[src/rtl/hazard_ctrl.sv]
// Hazard, forwarding and memory-wait sequencing for the 5-stage ARM pipeline.
// Also keeps saturating stall/flush event counters.
module hazard_ctrl #(
  parameter int WAIT_TIMEOUT = 255,
  parameter int CNT_W        = 16
) (
  input  logic             clk,
  input  logic             reset,
  input  logic [3:0]       Ra1D,
  input  logic [3:0]       Ra2D,
  input  logic [3:0]       Ra1E,
  input  logic [3:0]       Ra2E,
  input  logic [3:0]       WA3E,
  input  logic [3:0]       WA3M,
  input  logic [3:0]       WA3W,
  input  logic             RegWriteE,
  input  logic             RegWriteM,
  input  logic             RegWriteW,
  input  logic             MemtoRegE,
  input  logic             PCSrcD,
  input  logic             PCSrcE,
  input  logic             PCSrcM,
  input  logic             PCSrcW,
  input  logic             BranchTakenE,
  input  logic             MemReqM,
  input  logic             MemReady,
  output logic [1:0]       ForwardAE,
  output logic [1:0]       ForwardBE,
  output logic             StallF,
  output logic             StallD,
  output logic             StallE,
  output logic             StallM,
  output logic             FlushD,
  output logic             FlushE,
  output logic             FlushW,
  output logic             EnableE,
  output logic             MemTimeout,
  output logic [CNT_W-1:0] StallCount,
  output logic [CNT_W-1:0] FlushCount
);

  localparam logic [1:0] RUN     = 2'd0;
  localparam logic [1:0] MEMWAIT = 2'd1;
  localparam logic [1:0] ERROR   = 2'd2;

  localparam int WW =
    (WAIT_TIMEOUT < 1) ? 1 : $clog2(WAIT_TIMEOUT + 1);

  logic [1:0]    state;
  logic [1:0]    state_n;
  logic [WW-1:0] wcnt;
  logic          ld_stall;
  logic          pc_pend;
  logic          err;
  logic          freeze;
  logic          wait_hit;

  // RegWriteE only matters through MemtoRegE; kept for port completeness.
  logic unused_ok;
  assign unused_ok = RegWriteE;

  // Operand forwarding: Memory stage result wins over Writeback.
  always_comb begin
    ForwardAE = 2'b00;
    ForwardBE = 2'b00;
    if (RegWriteM && (Ra1E == WA3M))
      ForwardAE = 2'b10;
    else if (RegWriteW && (Ra1E == WA3W))
      ForwardAE = 2'b01;
    if (RegWriteM && (Ra2E == WA3M))
      ForwardBE = 2'b10;
    else if (RegWriteW && (Ra2E == WA3W))
      ForwardBE = 2'b01;
  end

  assign ld_stall = MemtoRegE &
                    ((Ra1D == WA3E) | (Ra2D == WA3E));
  assign pc_pend  = PCSrcD | PCSrcE | PCSrcM;
  assign wait_hit = (wcnt == WW'(WAIT_TIMEOUT));

  // Freeze starts combinationally on the entry cycle; reset forces RUN view.
  always_comb begin
    err    = ~reset & (state == ERROR);
    freeze = err;
    if (!reset) begin
      if (state == RUN && MemReqM && !MemReady)
        freeze = 1'b1;
      if (state == MEMWAIT && !MemReady)
        freeze = 1'b1;
    end
  end

  // Stall/flush outputs: frozen pipeline or normal hazard equations.
  always_comb begin
    if (freeze) begin
      StallF = 1'b1;
      StallD = 1'b1;
      StallE = 1'b1;
      StallM = 1'b1;
      FlushD = 1'b0;
      FlushE = 1'b0;
      FlushW = 1'b1;
    end else begin
      StallF = ld_stall | pc_pend;
      StallD = ld_stall;
      StallE = 1'b0;
      StallM = 1'b0;
      FlushD = pc_pend | PCSrcW | BranchTakenE;
      FlushE = ld_stall | BranchTakenE;
      FlushW = 1'b0;
    end
    EnableE    = ~StallE;
    MemTimeout = err;
  end

  // Next-state selection for the memory-wait sequencer.
  always_comb begin
    state_n = state;
    unique case (state)
      RUN: begin
        if (MemReqM && !MemReady)
          state_n = MEMWAIT;
      end
      MEMWAIT: begin
        if (MemReady)
          state_n = RUN;
        else if (wait_hit)
          state_n = ERROR;
      end
      ERROR:   state_n = ERROR;
      default: state_n = RUN;
    endcase
  end

  // State register and wait-cycle counter.
  always_ff @(posedge clk) begin
    if (reset) begin
      state <= RUN;
      wcnt  <= '0;
    end else begin
      state <= state_n;
      if (state == MEMWAIT && !MemReady)
        wcnt <= wcnt + 1'b1;
      else
        wcnt <= '0;
    end
  end

  // Saturating performance counters.
  always_ff @(posedge clk) begin
    if (reset) begin
      StallCount <= '0;
      FlushCount <= '0;
    end else begin
      if (StallF && (StallCount != '1))
        StallCount <= StallCount + 1'b1;
      if ((FlushD || FlushE) && (FlushCount != '1))
        FlushCount <= FlushCount + 1'b1;
    end
  end

endmodule

[config.mk]
export PLATFORM = sky130hd
export DESIGN_NAME = hazard_ctrl
export DESIGN_NICKNAME = d
export VERILOG_FILES = /design/src/rtl/hazard_ctrl.sv
export SDC_FILE = /design/constraint.sdc
export NUM_CORES = 1
export LEC_CHECK = 0
export ABC_AREA = 1
export BUFFER_PORTS_ARGS = -buffer_cell sky130_fd_sc_hd__buf_2
export CAP_MARGIN = 20
export CORE_ASPECT_RATIO = 1.4
export CORE_MARGIN = 4
export CORE_UTILIZATION = 45
export DETAILED_ROUTE_END_ITERATION = 10
export PLACE_DENSITY = 0.82
export SLEW_MARGIN = 10
export SYNTH_ARGS = -nofsm -noshare
export SYNTH_HDL_FRONTEND = slang
export SYNTH_SLANG_ARGS = --single-unit
[constraint.sdc]
create_clock -name clk -period 4.8 [get_ports clk]
set_clock_uncertainty 0.05 [all_clocks]
set_input_delay 0.48 -clock clk [delete_from_list [all_inputs] [get_ports clk]]
set_output_delay 0.48 -clock clk [all_outputs]
set_load 0.01 [all_outputs]
==> results.yml, run 1 <==
finish:
  multiInputGateArea_sq_um: 1570
  layout.nets: 544
  drive_above_1_share_pct: 25.3
  regArea_sq_um: 841
  syn2layout_area_growth_pct: 18.9
  fillers: 604
  diodes: 0
detailed_routing:
  via_count: 2860
  wl_per_cell_microns: 11.0
  routed-wl-met3_microns: 482
  wirelength_microns: 6310
  routed.top_layer: "met4"
  dr.pass1.iters: 4
  drcViolationCount: 0
  antenna_left: 0
  route.met2.wl_microns: 3200
  vias_per_cell: 5.01
  drtIter0Drc: 93
  wl_met1_microns: 2570
setup_path:
  path_buf_inv: 2
  cp-end-kind: "flip-flop"
  cp_top_family: "simple AND/OR/NAND/NOR gates"
  cp_slowest_cell: "nand2_1"
  cp_data_required_time_ns: 4.94
  cp.arrival_ns: 2.78
  worstPathCellList: "buf_2, inv_1, o21ai_4, o31ai_1, nand2_1, nand2_1, nor2_1, nor2_1"
  max_stage_delay_ns: 0.74
  critPathMaxFanout: 31
  cp-start-kind: "input pin"
  crit_type: "input pin to flip-flop"
placement:
  dp_hpwl_microns: 4920
  place_congestion: 0.809
  port_buffers: 84
synth:
  synth_edf_count: 0
  yosysTopAreaCellShare_pct: 30.7
  synth.distinct_cells: 37
  synth_area_leaders: "dfxtp_1 (31%), nand2_1 (14%), inv_1 (8.2%)"
  synthesis.area_sq_um: 2740
  ys_seq_elements: 42
  synthesis.instances: 421
  synthFlopType: "dfxtp_1"
  synth_top_area_cell: "dfxtp_1"
  synth_nets: 465
  seq_area_frac_synth_pct: 30.7
  async_flop_share_pct: 0
  synth_warnings: 0
  avgSynthCellArea_sq_um: 6.50
global_route:
  grt_usage_pct: 17.1
  grt_max_degree: 32
  antenna_found_initial: 0
  grt_pass1_vias: 2587
  grt_pass1_wl_microns: 10500
  grt_overflow: 0
hold_path:
  hold_path.class: "flip-flop to flip-flop"
pwr:
  p_per_area_nw_per_um2: 218
  p_leak_nw: 1.63
  ir_worst_vdd_v: 0.000172
  total_power_mw: 0.711
clocking:
  clock_path_buffers: 2
  cts_root_buffer: "clkbuf_8"
  cts.sinks: 42
  cts_resized: 0
  cts_tree: "built"
  cts_max_level: 2
  postCtsHoldBufs: 0
  insertion_delay_ns: 0.29
  cts_buffers: 5
  path_clk_slew_ns: 0.08
  cts_setup_buffers: 0
sta:
  timing.fmax_mhz: 378
  setup_violations: 0
  fin_tns_setup_ns: 0
  period_share_pct: 55.1
  slew_headroom_pct: 33.7
  fin_crit_ns: 2.65
  worst_pin_slew_ns: 0.991
  drv_slew: 0
  final_hold_viol_count: 0
  grt_setup_unrepaired: "no"
die:
  start_util_pct: 46.6
  core_region_area_sq_um: 5860
  pin_count: 86
  die_h_microns: 100
  rows: 33
  die_area_sq_um: 7410
  die_x_microns: 73.9
outcome:
  outcome: "finished clean"
flow_run:
  maxCapViolations: 0
[logic make-up after synthesis]
logic type | count (synthesis) | share of synthesized area [%]
AO/OA/AOI/OAI | 49 | 11.3
XOR/XNOR | 24 | 7.69
adder cells (fa/ha/maj) | 3 | 1.37
buffers and inverters | 76 | 11.9
flip-flops | 42 | 30.7
AND/OR/NAND/NOR | 227 | 37.0
[layout make-up]
class / instances / share of cell area [%]
Multi-Input combinational cell: 303 / 48.2
Sequential cell: 42 / 25.8
Timing Repair Buffer: 84 / 12.9
Inverter: 64 / 7.38
Tap cell: 70 / 2.69
Clock buffer: 6 / 2.54
Clock inverter: 2 / 0.385
[metrics by stage]
step	cell area [sq um]	instances	hold WS, ns	utilization [%]	setup WS (ns)
after floorplan	2740	421	0.368	-	2.94
after global placement	3160	563	0.382	53.9	1.93
after detailed placement	3160	563	0.396	53.9	1.85
after CTS	3250	571	0.414	55.5	2.17
after global routing	3250	571	0.445	55.5	1.89
final	3250	571	0.403	55.5	2.15
[state kept, by name (all words and copies together), names as in the netlist]
register and count:
FlushCount 16, StallCount 16, wcnt 8, state 2
[placed cells by master, fill, tap and decap left out, types with 2 or more instances in the layout]
cell type  synthesis  routed
a21oi_2            9       9
inv_1             60      60
inv_2              4       4
nand3b_1           2       2
ha_1               3       3
nand3_1           29      29
nand2_1          103     103
dfxtp_1           42      42
nand4_1            7       7
nand3_2            2       2
clkbuf_8           0       6
xor2_1            12      12
nor2_1            58      58
buf_2              7      84
nor4_1             3       3
nor2_2             2       2
nor3_1             4       4
xnor2_1           12      12
nand2_2           12      12
a21oi_1           25      25
o21ai_0            7       7
[synth_stat cells (2+ instances only)]
cell,n
nor3_1,4
xor2_1,12
nor2_2,2
a21oi_1,25
inv_1,60
o21ai_0,7
inv_2,4
nor4_1,3
dfxtp_1,42
nand2_2,12
nand4_1,7
xnor2_1,12
ha_1,3
nor2_1,58
nand3_1,29
buf_2,7
nand3b_1,2
nand2_1,103
nand3_2,2
a21oi_2,9
buf_4,2
[worst paths after layout]
check / from / to / slack (ns) / depth (start not counted)
setup reg to reg: state[0] / FlushCount[6] / 2.54 / 10
setup / recovery: reset / FlushCount[6] / 2.15 / 8
hold reg to reg: wcnt[0] / wcnt[0] / 0.40 / 1
hold / removal: wcnt[0] / wcnt[0] / 0.40 / 1
[worst register-to-register path, cell delays in order (launching register included)]
cell     delay [ns]
dfxtp_1        0.37
inv_2          0.06
nand2_1        0.07
nor3_2         0.24
o21ai_4        0.12
o31ai_1        0.14
nand2_1        0.65
nand2_1        0.29
nand2_1        0.07
nand2_1        0.06
nor2_1         0.05
[report_power, final]
group          internal (mW)  total, mW  switching (mW)
combinational         0.0435      0.106          0.0621
clock                  0.116      0.241           0.125
sequential             0.355      0.364         0.00948
[routing by layer]
metal,GRT usage [%],vias up
met4,4.32,0
met5,0,-
li1,-,1471
met2,31.2,89
met3,3.61,6
met1,19.9,1294
No activity file was read; power rests on OpenSTA's default activity.
==> run 2: changes to the inputs <==
--- a/config.mk
+++ b/config.mk
@@ -12,7 +12,7 @@
 export CORE_MARGIN = 4
 export CORE_UTILIZATION = 45
 export DETAILED_ROUTE_END_ITERATION = 10
-export PLACE_DENSITY = 0.82
+export PLACE_DENSITY = 0.85
 export SLEW_MARGIN = 10
 export SYNTH_ARGS = -nofsm -noshare
 export SYNTH_HDL_FRONTEND = slang
==> constraint.sdc (replaced) <==
create_clock -name clk -period 2.2 [get_ports clk]
set_clock_uncertainty 0.05 [all_clocks]
set_input_delay 0.22 -clock clk [delete_from_list [all_inputs] [get_ports clk]]
set_output_delay 0.22 -clock clk [all_outputs]
set_load 0.01 [all_outputs]
==> run 2 against run 1 <==
  * Worst setup slack worse by 1.9 ns
  * Power up 120%
  * Largest power group unchanged
  * Via count down 0.91%
  * Die area unchanged
  * Sequential cell count unchanged
  * Largest cell class unchanged
  * Hold slack worse by 0.22 ns
  * Combinational power up 120%
==> results.yml, run 2 (same netlist as run 1, synthesis figures left out) <==
clocking:
  cts_buffers: 5
  path_clk_slew_ns: 0.08
  clock_path_buffers: 2
  cts_root_buffer: "clkbuf_8"
  cts_tree: "built"
  insertion_delay_ns: 0.29
  cts.sinks: 42
  cts_max_level: 2
sta:
  worst_pin_slew_ns: 0.417
  fin_hold_ws_ns: 0.188
  fin_tns_setup_ns: 0
  fin_crit_ns: 1.94
  drv_slew: 0
  grt_setup_unrepaired: "no"
  timing.final.ws_setup_ns: 0.256
  setup_violations: 0
  period_share_pct: 88.3
  slew_headroom_pct: 71.9
  timing.fmax_mhz: 515
  final_hold_viol_count: 0
finish:
  fillers: 562
  fin_area_sq_um: 3290
  final_cell_mix: "nand2_1 (103), buf_2 (84), inv_1 (60)"
  layout.nets: 548
  instances_no_fill: 575
  drive_above_1_share_pct: 26.1
  diodes: 0
  reg_top3: "FlushCount: 16 flops, StallCount: 16 flops, wcnt: 8 flops"
  fin_util_pct: 56.1
  layout_commonest_cell: "nand2_1"
  syn2layout_area_growth_pct: 20.2
die:
  core_region_area_sq_um: 5860
  die_x_microns: 73.9
  pin_count: 86
  start_util_pct: 46.6
  die_area_sq_um: 7410
  rows: 33
  die_h_microns: 100
setup_path:
  crit_type: "flip-flop to flip-flop"
  cp_data_required_time_ns: 2.39
  critPathMaxFanout: 14
  cp.arrival_ns: 2.13
  cp-start-kind: "flip-flop"
  cp-end-kind: "flip-flop"
  r2r_slack_ns: 0.26
detailed_routing:
  via_count: 2834
  dr.pass1.iters: 4
  vias_per_cell: 4.93
  wl_per_cell_microns: 10.9
  wirelength_microns: 6270
  drtIter0Drc: 90
  drcViolationCount: 0
  antenna_left: 0
global_route:
  grt_pass1_vias: 2635
  grt_pass1_wl_microns: 10600
  grt_max_degree: 32
  grt_usage_pct: 17.4
  antenna_found_initial: 0
  grt_overflow: 0
placement:
  place_congestion: 0.796
  dp.cells: 567
  dpl_worst_slack_ns: 0.247
  dp_hpwl_microns: 4920
  port_buffers: 84
  post_dp_cell_area_sq_um: 3190
pwr:
  p_leak_nw: 1.65
  ir_worst_vdd_v: 0.000284
  p_per_area_nw_per_um2: 474
  total_power_mw: 1.56
outcome:
  outcome: "finished clean"
hold_path:
  hold_path.class: "input pin to flip-flop"
flow_run:
  maxCapViolations: 0
run 2: repair_timing:
item,in CTS,in global routing
setup buffers,0,0
hold buffers,0,0
resized for setup,0,1
endpoints found under the setup margin,0,2
run 2: where the power goes:
group | total [mW] | switching (mW) | internal [mW] | leakage (nW)
logic | 0.235 | 0.136 | 0.0992 | 1.26
clock network | 0.528 | 0.275 | 0.253 | 0.0472
registers | 0.794 | 0.0203 | 0.774 | 0.340
total | 1.56 | 0.432 | 1.13 | 1.65
run 2: critical path, stage by stage (launching register included):
cell and delay, ns:
dfxtp_1 0.42, ha_1 0.23, nand2_2 0.09, nor3_4 0.27, nand2_2 0.13, nor2_2 0.10, nand2_2 0.07, nand2_4 0.16
inv_2 0.15, nand3_1 0.10, nand2_1 0.05, nor2_1 0.08
run 2: worst paths after layout:
check	endpoint	cells after the start	start
max	StallCount[5]	11	StallCount[1]
max reg2reg	StallCount[5]	11	StallCount[1]
min reg2reg	wcnt[0]	1	wcnt[0]
min	state[0]	4	MemReady
run 2: area by class of cell:
| class | count | area (sq um) | area share, % |
|---|---|---|---|
| multi-input cells | 303 | 1570 | 47.9 |
| flip-flops and latches | 42 | 841 | 25.6 |
| repair buffers | 88 | 450 | 13.7 |
| inverters | 64 | 240 | 7.31 |
| well taps | 70 | 87.6 | 2.66 |
| clock buffers | 6 | 82.6 | 2.51 |
| clock inverters | 2 | 12.5 | 0.381 |
run 2: metal layers:
layer | track usage (%) | share of wire, % | vias up
li1 | - | - | 1480
met1 | 18.9 | 40 | 1274
met2 | 32.7 | 52 | 75
met3 | 3.71 | 6.7 | 5
met4 | 4.88 | 0.65 | 0
met5 | 0 | 0 | -
==> run 3: changes to the inputs <==
--- a/config.mk
+++ b/config.mk
@@ -12,7 +12,7 @@
 export CORE_MARGIN = 4
 export CORE_UTILIZATION = 45
 export DETAILED_ROUTE_END_ITERATION = 10
-export PLACE_DENSITY = 0.85
+export PLACE_DENSITY = 0.82
 export SLEW_MARGIN = 10
 export SYNTH_ARGS = -nofsm -noshare
 export SYNTH_HDL_FRONTEND = slang
==> constraint.sdc (replaced) <==
create_clock -name clk -period 2.4 [get_ports clk]
set_clock_uncertainty 0.05 [all_clocks]
set_input_delay 0.24 -clock clk [delete_from_list [all_inputs] [get_ports clk]]
set_output_delay 0.24 -clock clk [all_outputs]
set_load 0.01 [all_outputs]
==> run 3 against run 2 <==
  * Sequential power down 8.3%
  * Sequential cell count unchanged
  * Hold slack better by 0.038 ns
  * Utilization about the same
  * Register-to-register slack better by 0.13 ns
  * Global-route usage up 0.35 points
  * First-iteration DRC count down 19%
  * Clock-buffer cell count unchanged
  * Final cell count down 0.52%
  * Sequential share of layout area about the same
  * Via count down 0.78%
  * Largest cell class unchanged
==> results.yml, run 3 (same netlist as run 1, synthesis figures left out) <==
pwr:
  p_per_area_nw_per_um2: 460
  ir_worst_vdd_v: 0.000389
  p_leak_nw: 1.65
clocking:
  cts_root_buffer: "clkbuf_8"
  cts_max_level: 2
  postCtsHoldBufs: 0
  cts_setup_buffers: 0
  cts_buffers: 5
  cts_resized: 0
  clock_path_buffers: 2
  cts_tree: "built"
  path_clk_slew_ns: 0.08
  cts.sinks: 42
  insertion_delay_ns: 0.29
outcome:
  outcome: "finished clean"
setup_path:
  cp-end-kind: "flip-flop"
  crit_type: "flip-flop to flip-flop"
  cp-start-kind: "flip-flop"
  critPathMaxFanout: 17
  cp_data_required_time_ns: 2.52
  cp.arrival_ns: 2.13
finish:
  regArea_sq_um: 841
  syn2layout_area_growth_pct: 20.1
  multiInputGateArea_sq_um: 1570
  reg_top3: "FlushCount: 16 flops, StallCount: 16 flops, wcnt: 8 flops"
  diodes: 0
  layout_commonest_cell: "nand2_1"
  layout.nets: 546
  final_cell_mix: "nand2_1 (103), buf_2 (84), inv_1 (60)"
  fillers: 576
  fin_area_sq_um: 3290
  drive_above_1_share_pct: 25.5
global_route:
  grt_pass1_vias: 2676
  grt_usage_pct: 17.7
  antenna_found_initial: 0
  grt_pass1_wl_microns: 10800
  grt_max_degree: 32
  grt_overflow: 0
sta:
  fin_tns_setup_ns: 0
  slew_headroom_pct: 69.7
  drv_slew: 0
  setup_violations: 0
  grt_setup_unrepaired: "no"
  period_share_pct: 83.9
  fin_crit_ns: 2.01
  worst_pin_slew_ns: 0.453
  final_hold_viol_count: 0
  timing.fmax_mhz: 496
die:
  rows: 33
  die_h_microns: 100
  start_util_pct: 46.6
  pin_count: 86
  core_region_area_sq_um: 5860
  die_x_microns: 73.9
  die_area_sq_um: 7410
placement:
  port_buffers: 84
  post_dp_cell_area_sq_um: 3170
  dp_hpwl_microns: 4810
  place_congestion: 0.814
flow_run:
  maxCapViolations: 0
detailed_routing:
  vias_per_cell: 4.92
  drtIter0Drc: 73
  drcViolationCount: 0
  antenna_left: 0
  wl_per_cell_microns: 10.8
  wirelength_microns: 6150
  dr.pass1.iters: 4
  via_count: 2812
hold_path:
  hold_path.class: "input pin to flip-flop"
## run 3: changes by cell type in the layout (fill, tap and decap cells not counted)
cell,delta
nand3_2,-1
nand3_1,+1
clkinv_2,-1
buf_4,-2
bufinv_16,+1
clkinvlp_4,-1
## run 3: path summary, 6_finish.rpt
check | depth (start not counted) | start | to | slack, ns
max | 10 | StallCount[1] | StallCount[15] | 0.39
min | 4 | MemReady | state[0] | 0.23
max reg2reg | 10 | StallCount[1] | StallCount[15] | 0.39
min reg2reg | 1 | wcnt[0] | wcnt[0] | 0.40
## run 3: routing by layer
layer	vias to the layer above	routed length (microns)	GRT usage, %
li1	1479	-	-
met1	1254	2560	20.2
met2	75	3090	32.3
met3	4	459	4.41
met4	0	42	4.18
met5	-	0	0
## run 3: metrics by stage
step / hold slack, ns / util [%] / setup slack (ns) / cells / power [mW]
detailed placement: 0.387 / 54.1 / 0.370 / 565 / 0.960
CTS: 0.219 / 56.0 / 0.356 / 572 / 1.53
floorplan: 0.368 / - / 0.588 / 421 / 0.878
finish: 0.226 / 56.0 / 0.385 / 572 / 1.51
global placement: 0.386 / 54.1 / 0.393 / 565 / 0.952
global route: 0.250 / 56.0 / 0.161 / 572 / 1.60
## run 3: where the power goes
part | internal (mW) | switching [mW]
clock | 0.333 | 0.238
combinational | 0.0893 | 0.124
sequential | 0.709 | 0.0184
## run 3: critical path, cell delays in order (launching register included)
cell and delay [ns]:
dfxtp_1 0.40, ha_1 0.22, nand2_2 0.09, nor3_4 0.28, nand2_2 0.12, nor2_2 0.10
nand2_2 0.07, nand2_4 0.21, inv_2 0.17, nand2_1 0.11, a21oi_2 0.05
## run 3: final cells by class
class	instances	share of cell area, %
multi-input cells	303	47.8
clock inverters	1	0.914
flip-flops and latches	42	25.6
well taps	70	2.67
repair buffers	86	13.3
clock buffers	6	2.51
inverters	64	7.31
